<file path="src/rtl/serv_mem_ctrl_pkg.sv">
// Shared types and size helpers for the serial load/store unit.
// Access sizes, FSM states and the lane-select/split result bundle.
package serv_mem_ctrl_pkg;

  typedef enum logic [1:0] {
    ST_IDLE  = 2'd0,
    ST_BEAT1 = 2'd1,
    ST_BEAT2 = 2'd2,
    ST_DONE  = 2'd3
  } state_e;

  typedef enum logic [1:0] {
    SZ_BYTE = 2'd0,
    SZ_HALF = 2'd1,
    SZ_WORD = 2'd2
  } size_e;

  localparam logic [3:0] MASK_BYTE = 4'b0001;
  localparam logic [3:0] MASK_HALF = 4'b0011;
  localparam logic [3:0] MASK_WORD = 4'b1111;

  typedef struct packed {
    logic       split;
    logic [3:0] sel1;
    logic [3:0] sel2;
  } align_t;

  function automatic logic [3:0] size_mask(size_e sz);
    case (sz)
      SZ_WORD: return MASK_WORD;
      SZ_HALF: return MASK_HALF;
      default: return MASK_BYTE;
    endcase
  endfunction

  function automatic logic [2:0] size_bytes(size_e sz);
    case (sz)
      SZ_WORD: return 3'd4;
      SZ_HALF: return 3'd2;
      default: return 3'd1;
    endcase
  endfunction

  // Width of the access in bits; serial positions at or beyond this are sign fill.
  function automatic logic [5:0] size_bits(size_e sz);
    case (sz)
      SZ_WORD: return 6'd32;
      SZ_HALF: return 6'd16;
      default: return 6'd8;
    endcase
  endfunction

  function automatic bit w_legal(int w);
    return (w == 1) || (w == 4);
  endfunction

endpackage

</file>
<file path="src/rtl/serv_mem_ctrl_if.sv">
// Wishbone classic data bus between the load/store unit and memory.
interface serv_mem_ctrl_if;
  logic [29:0] adr;
  logic [31:0] dat;
  logic [3:0]  sel;
  logic        we;
  logic        cyc;
  logic [31:0] rdt;
  logic        ack;

  modport master (output adr, dat, sel, we, cyc, input rdt, ack);
  modport slave  (input adr, dat, sel, we, cyc, output rdt, ack);
endinterface

</file>
<file path="src/rtl/serv_mem_ctrl_align.sv">
// Byte-lane steering: lane selects, split detection, store rotate and load merge.
// Purely combinational; lo is the byte offset of the access within its word.
module serv_mem_ctrl_align
  import serv_mem_ctrl_pkg::*;
(
  input  logic [1:0]  lo,
  input  size_e       sz,
  input  logic [31:0] st_dat,
  input  logic [31:0] rdt,
  input  logic [31:0] cur_dat,
  output align_t      al,
  output logic [31:0] wb_dat,
  output logic [31:0] ld_beat1,
  output logic [31:0] ld_beat2
);

  logic [7:0]  sel_w;
  logic [4:0]  sh;
  logic [5:0]  sh_inv;
  logic [31:0] rd_rot;

  assign sh     = {lo, 3'b000};
  assign sh_inv = 6'd32 - {1'b0, sh};

  // Mask spans two words when it runs past lane 3; upper nibble is beat 2.
  assign sel_w    = {4'b0000, size_mask(sz)} << lo;
  assign al.split = ({1'b0, lo} + size_bytes(sz)) > 3'd4;
  assign al.sel1  = sel_w[3:0];
  assign al.sel2  = sel_w[7:4];

  assign wb_dat   = (st_dat << sh) | (st_dat >> sh_inv);
  assign rd_rot   = (rdt >> sh) | (rdt << sh_inv);
  assign ld_beat1 = rdt >> sh;

  // Second beat fills only the top lo bytes; the lower bytes came from beat 1.
  for (genvar k = 0; k < 4; k++) begin : g_lane
    assign ld_beat2[8*k +: 8] = (({1'b0, lo} + 3'(k)) >= 3'd4) ? rd_rot[8*k +: 8]
                                                               : cur_dat[8*k +: 8];
  end

endmodule

</file>
<file path="src/rtl/serv_mem_ctrl.sv">
// Bit/nibble-serial load/store unit for SERV on a Wishbone classic bus.
// Holds the access FSM, the shared data shift register and the serial position counter.
module serv_mem_ctrl
  import serv_mem_ctrl_pkg::*;
#(
  parameter int W             = 1,
  parameter bit WITH_MISALIGN = 1'b1,
  parameter bit WITH_CSR      = 1'b1
) (
  input  logic          i_clk,
  input  logic          i_rst_n,
  input  logic          i_en,
  input  logic          i_init,
  input  logic          i_req,
  input  logic          i_we,
  input  logic          i_signed,
  input  logic          i_word,
  input  logic          i_half,
  input  logic [31:0]   i_adr,
  input  logic [W-1:0]  i_op_b,
  output logic [W-1:0]  o_rd,
  output logic          o_busy,
  output logic          o_done,
  output logic          o_misalign,
  serv_mem_ctrl_if.master wb
);

  if (!w_legal(W)) begin : g_w_chk
    $error("serv_mem_ctrl: W must be 1 or 4");
  end

  state_e      state, state_nxt;
  logic [31:0] dat;
  logic [4:0]  cnt;
  logic [29:0] adr_r;
  logic [1:0]  lo_r;
  size_e       sz_r;
  logic        we_r;
  logic        signed_r;
  logic        sign_r;

  size_e       sz_in;
  logic        accept;
  logic        split_en;
  logic        shift_out;
  logic        sign_src;
  align_t      al;
  logic [31:0] wb_rot, ld_beat1, ld_beat2;

  logic        cyc_c, we_c, done_c;
  logic [29:0] adr_c;
  logic [3:0]  sel_c;
  logic [31:0] dat_c;

  assign sz_in      = i_word ? SZ_WORD : (i_half ? SZ_HALF : SZ_BYTE);
  assign o_misalign = WITH_CSR && !WITH_MISALIGN &&
                      ((i_word && (i_adr[1:0] != 2'b00)) || (i_half && i_adr[0]));
  assign accept     = (state == ST_IDLE) && i_req && !o_misalign;
  assign split_en   = WITH_MISALIGN && al.split;
  assign shift_out  = i_en && !i_init;

  serv_mem_ctrl_align u_align (
    .lo       (lo_r),
    .sz       (sz_r),
    .st_dat   (dat),
    .rdt      (wb.rdt),
    .cur_dat  (dat),
    .al       (al),
    .wb_dat   (wb_rot),
    .ld_beat1 (ld_beat1),
    .ld_beat2 (ld_beat2)
  );

  always_comb begin
    state_nxt = state;
    cyc_c     = 1'b0;
    we_c      = 1'b0;
    done_c    = 1'b0;
    adr_c     = '0;
    sel_c     = '0;
    dat_c     = '0;
    case (state)
      ST_IDLE: if (accept) state_nxt = ST_BEAT1;
      ST_BEAT1: begin
        cyc_c = 1'b1;
        we_c  = we_r;
        adr_c = adr_r;
        sel_c = al.sel1;
        dat_c = wb_rot;
        if (wb.ack) state_nxt = split_en ? ST_BEAT2 : ST_DONE;
      end
      ST_BEAT2: begin
        cyc_c = 1'b1;
        we_c  = we_r;
        adr_c = adr_r + 30'd1;
        sel_c = al.sel2;
        dat_c = wb_rot;
        if (wb.ack) state_nxt = ST_DONE;
      end
      ST_DONE: begin
        done_c    = 1'b1;
        state_nxt = ST_IDLE;
      end
      default: state_nxt = ST_IDLE;
    endcase
  end

  assign wb.cyc = cyc_c;
  assign wb.we  = we_c;
  assign wb.adr = adr_c;
  assign wb.sel = sel_c;
  assign wb.dat = dat_c;
  assign o_done = done_c;
  assign o_busy = (state != ST_IDLE);

  always_comb begin
    case (sz_r)
      SZ_WORD: sign_src = dat[31];
      SZ_HALF: sign_src = dat[15];
      default: sign_src = dat[7];
    endcase
  end

  always_ff @(posedge i_clk or negedge i_rst_n) begin
    if (!i_rst_n) begin
      state    <= ST_IDLE;
      dat      <= '0;
      cnt      <= '0;
      adr_r    <= '0;
      lo_r     <= '0;
      sz_r     <= SZ_BYTE;
      we_r     <= 1'b0;
      signed_r <= 1'b0;
      sign_r   <= 1'b0;
    end else begin
      state <= state_nxt;
      if (accept) begin
        adr_r    <= i_adr[31:2];
        lo_r     <= i_adr[1:0];
        sz_r     <= sz_in;
        we_r     <= i_we;
        signed_r <= i_signed;
      end
      // Bus capture wins over serial shifting; the core never shifts mid-access.
      if (state == ST_BEAT1 && wb.ack && !we_r)
        dat <= ld_beat1;
      else if (state == ST_BEAT2 && wb.ack && !we_r)
        dat <= ld_beat2;
      else if (i_en)
        dat <= {(i_init ? i_op_b : {W{1'b0}}), dat[31:W]};
      if (done_c)
        cnt <= '0;
      else if (i_en)
        cnt <= cnt + 5'(W);
      // dat shifts during read-out, so the sign bit is frozen once the load completes.
      if (state == ST_DONE)
        sign_r <= signed_r & sign_src;
    end
  end

  for (genvar i = 0; i < W; i++) begin : g_rd
    logic [5:0] pos;
    assign pos     = {1'b0, cnt} + 6'(i);
    assign o_rd[i] = shift_out & ((pos >= size_bits(sz_r)) ? sign_r : dat[i]);
  end

endmodule
</file>
<file path="src/flat_wrapper.sv">
// flat-port wrapper written by rule: the top's interface ports become plain ports
module serv_mem_ctrl_flat import serv_mem_ctrl_pkg::*;
#(
  parameter int W             = 1,
  parameter bit WITH_MISALIGN = 1'b1,
  parameter bit WITH_CSR      = 1'b1
)
  (i_clk, i_rst_n, i_en, i_init, i_req, i_we, i_signed, i_word, i_half, i_adr, i_op_b, o_rd, o_busy, o_done, o_misalign, wb_adr, wb_dat, wb_sel, wb_we, wb_cyc, wb_rdt, wb_ack);
  serv_mem_ctrl_if wb_i ();
  input  logic i_clk;
  input  logic i_rst_n;
  input  logic i_en;
  input  logic i_init;
  input  logic i_req;
  input  logic i_we;
  input  logic i_signed;
  input  logic i_word;
  input  logic i_half;
  input  logic [31:0] i_adr;
  input  logic [W-1:0] i_op_b;
  output logic [W-1:0] o_rd;
  output logic o_busy;
  output logic o_done;
  output logic o_misalign;
  output wire logic [$bits(wb_i.adr)-1:0] wb_adr;
  output wire logic [$bits(wb_i.dat)-1:0] wb_dat;
  output wire logic [$bits(wb_i.sel)-1:0] wb_sel;
  output wire logic [$bits(wb_i.we)-1:0] wb_we;
  output wire logic [$bits(wb_i.cyc)-1:0] wb_cyc;
  input wire logic [$bits(wb_i.rdt)-1:0] wb_rdt;
  input wire logic [$bits(wb_i.ack)-1:0] wb_ack;
  assign wb_adr = wb_i.adr;
  assign wb_dat = wb_i.dat;
  assign wb_sel = wb_i.sel;
  assign wb_we = wb_i.we;
  assign wb_cyc = wb_i.cyc;
  assign wb_i.rdt = wb_rdt;
  assign wb_i.ack = wb_ack;
  serv_mem_ctrl #(.W(W), .WITH_MISALIGN(WITH_MISALIGN), .WITH_CSR(WITH_CSR)) u_core (.i_clk(i_clk), .i_rst_n(i_rst_n), .i_en(i_en), .i_init(i_init), .i_req(i_req), .i_we(i_we), .i_signed(i_signed), .i_word(i_word), .i_half(i_half), .i_adr(i_adr), .i_op_b(i_op_b), .o_rd(o_rd), .o_busy(o_busy), .o_done(o_done), .o_misalign(o_misalign), .wb(wb_i));
endmodule
</file>
<file path="config.mk">
export PLATFORM = sky130hd
export DESIGN_NAME = serv_mem_ctrl_flat
export DESIGN_NICKNAME = d
export VERILOG_FILES = /design/src/rtl/serv_mem_ctrl_pkg.sv /design/src/rtl/serv_mem_ctrl_if.sv /design/src/rtl/serv_mem_ctrl_align.sv /design/src/rtl/serv_mem_ctrl.sv /design/src/flat_wrapper.sv
export SDC_FILE = /design/constraint.sdc
export NUM_CORES = 1
export LEC_CHECK = 0
export BUFFER_PORTS_ARGS = -buffer_cell sky130_fd_sc_hd__buf_2
export CAP_MARGIN = 20
export CORE_MARGIN = 5
export CORE_UTILIZATION = 50
export CTS_CLUSTER_DIAMETER = 120
export DETAILED_ROUTE_END_ITERATION = 10
export MAX_ROUTING_LAYER = met4
export PLACE_DENSITY_LB_ADDON = 0.2
export SYNTH_ARGS = -nofsm -noshare
export SYNTH_HDL_FRONTEND = slang
export SYNTH_SLANG_ARGS = --single-unit
</file>
<file path="constraint.sdc">
create_clock -name i_clk -period 2.96 [get_ports i_clk]
set_input_delay 0.296 -clock i_clk [delete_from_list [all_inputs] [get_ports i_clk]]
set_output_delay 0.296 -clock i_clk [all_outputs]
set_load 0.1 [all_outputs]
</file>
# After elaboration in Yosys (flattened, before gate mapping)
# Cells that the tools add are included.
# totals
rom_bits	0
output_inout_bits	72
mem_bits_rw	0
wordCells	92
reg_bits	76
in_bits	75
latch_bits	0
n_memories	0
# op_classes
reduce_logical	18
n_mux	28
n_eq_ne	12
n_addsub	7
n_bitwise	4
n_div	0
n_mul	0
shift	5
n_lt_le_gt_ge	6
# ops
cell	n
$mux 32	4
$or 32x32->32	2
$pmux 30 s2	1
$mux 8	4
$shl 32x5->32	1
$shl 32x6->32	1
$shr 32x5->32	1
$shr 32x6->32	1
$add 30x1->30 const B	1
$pmux 4 s2	2
$ne 3x2->1 const B	4
$pmux 6 s2	1
$mux 5	2
$ge 3x3->1 const B	3
$mux 2	4
$pmux 2 s4	1
$reduce_and 2->1	4
$shl 4x2->8	1
$mux 1	7
$add 2x2->3 const B	2
$eq 2x2->1 const B	3
$ge 5x6->1	1
$logic_and 1x1->1	6
$pmux 3 s2	1
17 further kinds	22

# Depth between registers and ports, before layout
# Gate-level depths: netlist of the first run.
# depth
ltp_word	7
depth_mapped	12
ltp_nobuf	9

# Hierarchy
# A second synthesis of the first run with hierarchy kept.
# hier_totals
cells_unflattened	940
hier_area_um2	7921.3
# modules_own_cells
module	instances	cells_each	area_per_inst_um2
serv_mem_ctrl	1	552	5163.7
serv_mem_ctrl_align	1	388	2757.6

# Worst setup path after synthesis of the first run
# Ideal clock, no wire load.
# synth_path
path_type	register to output
from	register u_core.state[1]
to	output wb_adr[6]
stages_incl_launch_ff	6
path_buffers	1
slack_ps	-2318
arrival_time_ps	4982
path_cell_list	dfrtp_1 > inv_1 > ha_1 > nand2_1 > clkbuf_1 > o41ai_1
# synth_via
elab_chain_len	2
elab_cells_between_ends	3
cone_classes	eq/ne (2); mux (1)
# synth_rtl
element	line	text
start, declared	serv_mem_ctrl.sv:32	state_e state, state_nxt;
start signal, assigned	serv_mem_ctrl.sv:136	state <= state_nxt;
$eq 2x2->1 / $eq 2x1->1 (equally long branches)	serv_mem_ctrl.sv:82	case (state)
$pmux 30 s2 *	serv_mem_ctrl.sv:82	
end, declared	flat_wrapper.sv:25	output wire logic [$bits(wb_i.adr)-1:0] wb_adr;
# Mark *: on every way between the ends. The rest lies on a longest branch, timed or not.

# Worst setup path after layout of the first run
# layout_path
from	register u_core.adr_r[0]
to	output wb_adr[24]
# layout_via
elab_chain_len	2
# layout_rtl
element	line	text
start, declared	serv_mem_ctrl.sv:35	logic [29:0] adr_r;
start signal, assigned	serv_mem_ctrl.sv:138	adr_r <= i_adr[31:2];
$add 30x1->30	serv_mem_ctrl.sv:95	adr_c = adr_r + 30'd1;
$pmux 30 s2	serv_mem_ctrl.sv:82	
# No other way between the ends.

==> out/qor.csv, run 1 <==
stage,metric,value,unit
layout,area_growth_syn_to_layout,41.09,%
timing,period_needed,2852,ps
critical_path,required,2660,ps
synth,synthFlopType,dfrtp_1,
detailed_routing,via_per_inst,6.666,
critical_path,worst-path-buf-inv,1,
detailed_routing,via_count,7326,
grt,grt_use_total,30.28,%
critical_path,path_cells,ha_2 > nand4_1 > nor2_4 > nand3_2 > or4_1 > nand3_1 > buf_12,
critical_path,slowest_delay,500,ps
clocking,tritoncts,built,
clocking,cts-root-buf,clkbuf_16,
clocking,htree_levels,3,
synth,ys_ff_latch,76,
detailed_routing,ant_nets,0,
layout,final_nets,1017,
synth,synthXorXnorAreaFrac,0.6677,%
floorplan,rows,41,
floorplan,dieArea,0.01551,mm^2
timing,setup_viol,0,
synth,yosys.area_share.simple,17.61,%
synth,yosysSeqAreaShare,29.00,%
layout,mostFrequentLayoutCells,"o21ai_0 (102), buf_2 (81), dfrtp_1 (75)",
timing,finalClockSkew,6.855,ps
placed_design,dp_cells,1078,
synth,synth_fa_ha_area_share,3.930,%
synth,synth_top_family_by_area,compound AO/OA/AOI/OAI gates,
run,drv_cap,0,
layout,antennaDiodeCount,0,
critical_path,critPathMaxFanout,6,
grt,grt_pass1_wl,37810,um
critical_path,cp-start-kind,flop,
clocking,ctsLongestPathBuffers,2,
layout,post-route-cell-area,0.009254,mm^2
floorplan,die_y,124.5,um
synth,async_flop_share,100.0,%
synth,syn_area,0.006559,mm^2
synth,ys_types,61,
critical_path,worstPathArrival,2560,ps
timing,tightest_slew,881.5,ps
placed_design,dp_hpwl,17310,um
detailed_routing,drt_wl_total,23640,um
clocking,cts.sinks,76,
layout,final_common_cell,o21ai_0,
clocking,clkTransAtPathRegs,60,ps
synth,avgSynthCellArea,8.260,um^2
detailed_routing,first_pass_iters,8,
timing,hold_viol_final,0,
floorplan,die-width,124.5,um
detailed_routing,post-route-drc-count,0,
clocking,cts_made_buffers,9,
synth,synth_edf_count,0,
synth,synth_compound_area_share,27.30,%
timing,slew_headroom,40.84,%
synth,synthesis.nets,889,
placed_design,gp_congestion,0.9904,
layout,fin_cells,1099,
detailed_routing,initialDrtViolationCount,1032,
timing,grt_setup_unrepaired,false,
min_path,min_path_type,input port to asynchronous set/reset pin,
timing,max_freq,350.6,MHz
synth,synthMuxAreaShare,15.55,%
critical_path,critPathKind,flop to output pin,
timing,final_max_slew_viol_count,0,
clocking,clk_latency,350,ps
critical_path,slowest_stage,or4_1,
layout,drive_above_1_share,37.00,%
placed_design,placed_area,0.008895,mm^2
synth,netlist_instances,794,
timing,period_share,96.36,%
detailed_routing,wire_per_inst,21.51,um
grt,grt_max_degree,80,
placed_design,portBuffers,145,
grt,antenna_found_initial,0,
grt,overflow,0,
floorplan,core-area,0.01272,mm^2
critical_path,cp_top_family,simple AND/OR/NAND/NOR gates,
floorplan,start_util,51.55,%
floorplan,io_pins,147,
synth,synth-warning-count,0,
status,status,completed,
grt,grt_pass1_vias,6961,
critical_path,cp-end-kind,output pin,
[worst register-to-register path: stages (launching register included)]
cell      delay [ps]
dfrtp_1          420
inv_1            150
ha_2             370
nand3b_1         250
nand2_1          350
a21oi_2          220
a222oi_1         450
o22ai_1          130
[synthesized netlist by cell type, types with 5 or more instances]
library cell / n / share of area [%]
mux2_2: 55 / 9.4
clkbuf_1: 37 / 2.1
nand2_1: 79 / 4.5
nor2_1: 56 / 3.2
buf_4: 5 / 0.57
nand2b_1: 6 / 0.57
a22oi_1: 10 / 1.1
o31ai_1: 5 / 0.57
nor2b_1: 7 / 0.67
nor3b_1: 6 / 0.69
and2_1: 12 / 1.1
dfrtp_1: 76 / 29
a31oi_1: 15 / 1.4
a222oi_1: 15 / 2.3
and3_1: 5 / 0.48
a2111oi_0: 7 / 0.93
and3b_1: 8 / 1.1
a311oi_1: 5 / 0.67
inv_1: 24 / 1.4
ha_1: 19 / 3.6
a21oi_1: 32 / 2.4
buf_2: 20 / 1.5
o22ai_1: 13 / 1.2
o221ai_1: 7 / 0.93
nand4_1: 22 / 2.1
nand3_1: 9 / 0.69
o21ai_0: 122 / 9.3
a221oi_1: 25 / 3.3
mux2i_1: 40 / 6.1
[final timing paths]
kind	slack, ps	end	cells after the start	start
max in group asynchronous	2280	u_core.cnt[1]	2	i_rst_n
worst min register to register	530	u_core.signed_r	1	u_core.signed_r
worst min-delay path	10	u_core.dat[28]	1	i_rst_n
worst max-delay path	110	wb_adr[24]	7	u_core.adr_r[0]
worst max register to register	500	u_core.dat[5]	7	u_core.state[1]
min in group i_clk	180	u_core.adr_r[6]	2	i_adr[8]
[kinds of logic (layout without fill, tap and decap cells)]
kind of cell	Yosys count	after routing
DFF	76	76
buffers and inverters	89	222
muxes	95	95
xor gates and xnor gates	5	5
adders and majority gates	20	20
and+or+nand+nor	229	229
AOI/OAI and AO/OA	279	279
other	1	1
[what timing repair did]
item	in CTS	in global routing
setup endpoints to repair	14	28
setup buffers	0	4
gates resized for setup	8	9
gates cloned	0	0
hold buffers	0	0
endpoints found under the hold margin	0	0
pin swaps	0	1
[registers in the layout (all words and copies together) (netlist names)]
register         cells
u_core.adr_r        30
u_core.sz_r          2
u_core.cnt           5
u_core.state         2
u_core.lo_r          2
u_core.dat          32
u_core.sign_r        1
u_core.signed_r      1
u_core.we_r          1
[metrics by stage]
| stage | hold slack (ps) | setup TNS [ps] | worst slack (ps) | util [%] |
|---|---|---|---|---|
| detailed placement | 398.5 | 0 | 264.1 | 69.92 |
| CTS | 43.45 | 0 | 15.39 | 72.18 |
| finish | 12.38 | 0 | 107.6 | 72.74 |
| floorplan | 0.4090 | -666.6 | -64.47 | - |
| global route | 59.75 | 0 | 12.55 | 72.74 |
| global placement | 396.9 | 0 | 365.7 | 69.92 |
[layout make-up]
class	count	area (um^2)
Fill cell	968	3468
Timing Repair Buffer	181	1868
Sequential cell	76	1903
Multi-Input combinational cell	629	4903
Clock buffer	11	232.7
Clock inverter	5	37.54
Inverter	25	93.84
Tap cell	172	215.2
[metal layers]
layer,vias to the layer above,global-route usage (%),share of wire (%)
li1,3260,-,-
met1,3546,42.09,42
met2,456,45.23,46
met3,64,6.132,9.4
met4,0,7.930,2.9
met5,-,-,0
Power of run 1 is not shown: default switching activity piles up to over one toggle a cycle in this logic, so the estimate is an artifact.
==> inputs of run 2 (changes only) <==
--- a/config.mk
+++ b/config.mk
@@ -15,4 +15,5 @@
 export PLACE_DENSITY_LB_ADDON = 0.2
 export SYNTH_ARGS = -nofsm -noshare
 export SYNTH_HDL_FRONTEND = slang
+export SYNTH_HIERARCHICAL = 1
 export SYNTH_SLANG_ARGS = --single-unit
==> run 2 against run 1 <==
  * Wire length increased by 4.3%
  * Hold slack better by 160 ps
  * Highest routed layer unchanged
  * Synthesized area is 21% higher
  * Critical endpoint is now wb_dat[7]
  * Final cell count increased by 14%
  * Sequential share of layout area down 1.5 points
  * Flip-flop and latch count did not move
  * Clock-buffer cell count fell by 2
  * Register-to-register slack improved by 50 ps
==> out/qor.csv, run 2 <==
stage,metric,value,unit,change
status,status,completed,,
grt,grt_use_total,26.98,%,-3.3 points
synth,ys_ff_latch,76,,unchanged
timing,setup_tns,0,ps,unchanged
clocking,clkTransAtPathRegs,70,ps,about the same
synth,yosysSeqAreaShare,24.01,%,-5.0 points
critical_path,required,2660,ps,about the same
placed_design,dp_hpwl,17150,um,-0.95%
layout,drive_above_1_share,33.88,%,-3.1 points
critical_path,cp-start-kind,flop,,
detailed_routing,via_count,7784,,+6.3%
floorplan,dieArea,0.01846,mm^2,+19%
layout,reg_top3,"u_core/dat: 32 flops, u_core/adr_r: 30 flops, u_core/cnt: 5 flops",,
synth,netlist_instances,940,,+18%
synth,yosysMostFrequentCell,dfrtp_1,,
placed_design,gp_congestion,0.8924,,-9.9%
critical_path,critPathMaxFanout,15,,+9
layout,final_nets,1127,,+11%
grt,grt_max_degree,120,,+50%
synth,syn_area,0.007921,mm^2,+21%
clocking,clk_latency,350,ps,about the same
synth,async_flop_share,100.0,%,unchanged
timing,slew_headroom,55.49,%,+15 points
synth,synth_compound_area_share,25.08,%,-2.2 points
timing,whs,174.5,ps,+162.2 ps
synth,synth_area_leaders,"dfrtp_1 (24%), mux2i_1 (8.6%), mux2_2 (8.1%), a21o_1 (4.2%), a211oi_1 (3.8%)",,
critical_path,startpoint,u_core/lo_r[0],,
grt,use_met2,44.83,%,-0.40 points
synth,synthesis.nets,1036,,+17%
critical_path,cp-end-kind,output pin,,
grt,grt_pass1_vias,7377,,+6.0%
timing,setup_viol,0,,unchanged
grt,grt.busiest_layer,met2,,
run,drv_cap,0,,unchanged
layout,area_growth_syn_to_layout,26.50,%,
detailed_routing,drt_wl_total,24660,um,+4.3%
synth,synth_edf_count,0,,unchanged
layout,mostFrequentLayoutCells,"buf_2 (102), nand2_1 (73), dfrtp_1 (73)",,
critical_path,r2r-end,u_core/dat[18],,
detailed_routing,post-route-drc-count,0,,unchanged
floorplan,die_y,135.9,um,+9.1%
timing,hold_viol_final,0,,unchanged
synth,yosysTopAreaCellShare,24.01,%,-5.0 points
floorplan,io_pins,147,,unchanged
timing,final_max_slew_viol_count,0,,unchanged
placed_design,portBuffers,145,,unchanged
critical_path,critPathKind,flop to output pin,,
grt,overflow,0,,unchanged
clocking,cts-root-buf,clkbuf_16,,
timing,period_share,96.18,%,-0.18 points
timing,max_freq,351.3,MHz,+0.19%
clocking,tritoncts,built,,
layout,largest_reg_flops,32,,unchanged
critical_path,reg2reg_from,u_core/lo_r[0],,
synth,yosys.area_share.simple,19.44,%,+1.8 points
synth,ys_types,69,,+13%
synth,synthXorXnorAreaFrac,0.7740,%,+0.11 points
clocking,cts_made_buffers,9,,unchanged
detailed_routing,via_per_inst,6.212,,-6.8%
synth,synthFlopType,dfrtp_1,,
detailed_routing,first_pass_iters,5,,-3
synth,synthTopCellsByCount,"dfrtp_1 (76), nand2_1 (74), nor2_1 (69), mux2i_1 (68), mux2_2 (57)",,
clocking,cts.sinks,76,,unchanged
detailed_routing,initialDrtViolationCount,608,,-41%
layout,largest_register,u_core/dat,,
synth,synthMuxAreaShare,18.40,%,+2.9 points
detailed_routing,wire_per_inst,19.68,um,-8.5%
critical_path,reg2regPathDepth,10,,+3
synth,yosysTopAreaCell,dfrtp_1,,
detailed_routing,ant_nets,0,,unchanged
critical_path,r2r_slack,550,ps,+50 ps
layout,n_fill_cell,1348,,+39%
synth,synth-warning-count,6,,+6
synth,synth_top_family_by_area,compound AO/OA/AOI/OAI gates,,
clocking,htree_levels,3,,unchanged
grt,met1_usage,32.47,%,-9.6 points
critical_path,critical_path.endpoint,wb_dat[7],,
grt,use_met3,5.403,%,-0.73 points
floorplan,die-width,135.9,um,+9.1%
layout,multi_input_area,0.005672,mm^2,+16%
synth,synth_fa_ha_area_share,3.412,%,-0.52 points
timing,period_needed,2847,ps,-5.412 ps
min_path,min_path_type,input port to flop,,
critical_path,worstPathArrival,2550,ps,about the same
floorplan,core-area,0.01571,mm^2,+24%
timing,finalClockSkew,8.240,ps,+1.386 ps
floorplan,rows,46,,+12%
layout,final_common_cell,buf_2,,
layout,seqCellArea,0.001908,mm^2,+0.26%
floorplan,start_util,50.41,%,-1.1 points
grt,antenna_found_initial,1,,+1
timing,tightest_slew,667.6,ps,-213.9 ps
clocking,ctsLongestPathBuffers,2,,unchanged
synth,avgSynthCellArea,8.427,um^2,+2.0%
grt,grt_pass1_wl,38490,um,+1.8%
-- run 2: per-layer routing --
layer  routed length [um]  share of wire, %
met5                    0                 0
met4                  779               3.2
met3                 1831               7.4
met2                12220                50
met1                 9822                40
-- run 2: critical path, cell delays in order (launching register included) --
cell and delay [ps]:
dfrtp_4 420, inv_1 60, ha_1 310, buf_8 190
buf_6 180, mux2i_1 260, o2bb2ai_1 120, a22o_4 230
and2_4 140, buf_2 280
-- run 2: repair_timing --
action,in CTS,in global routing
endpoints found under the setup margin,5,20
hold buffers,1,0
endpoints found under the hold margin,40,0
buffers inserted,0,2
pin swaps,0,3
gates resized for setup,5,8
-- run 2: worst min path at each step --
stage,startpoint,to,cells past startpoint
global route,i_adr[30],u_core/adr_r[28],2
detailed placement,i_rst_n,u_core/dat[18],1
floorplan,i_rst_n,u_core/adr_r[0],0
finish,i_adr[24],u_core/adr_r[22],2
CTS,i_adr[30],u_core/adr_r[28],2
global placement,i_rst_n,u_core/dat[18],1
-- run 2: area by class of cell --
cell class | count | share of cell area (%)
multi-input cells | 728 | 56.60
flip-flops and latches | 76 | 19.04
repair buffers | 178 | 16.67
well taps | 216 | 2.697
clock buffers | 9 | 2.247
inverters | 38 | 1.423
clock inverters | 7 | 1.299
diodes | 1 | 0.02497
-- run 2: logic make-up after synthesis --
| family | after synthesis |
|---|---|
| buf+inv | 136 |
| mux | 131 |
| compound gates | 275 |
| flops | 76 |
| other cells | 2 |
| xor+xnor | 7 |
| simple gates | 292 |
| fa+ha+maj | 21 |
-- run 2: metrics by stage --
step / instance area, um^2 / setup WS, ps / util, % / cells
finish: 10020 / 113.0 / 63.78 / 1253
global route: 10020 / -26.31 / 63.78 / 1253
CTS: 9957 / 1.930 / 63.37 / 1250
global placement: 9578 / 162.2 / 60.96 / 1233
detailed placement: 9578 / 79.25 / 60.96 / 1233
floorplan: 8235 / -194.5 / - / 940
Power of run 2 is left out for the same reason.
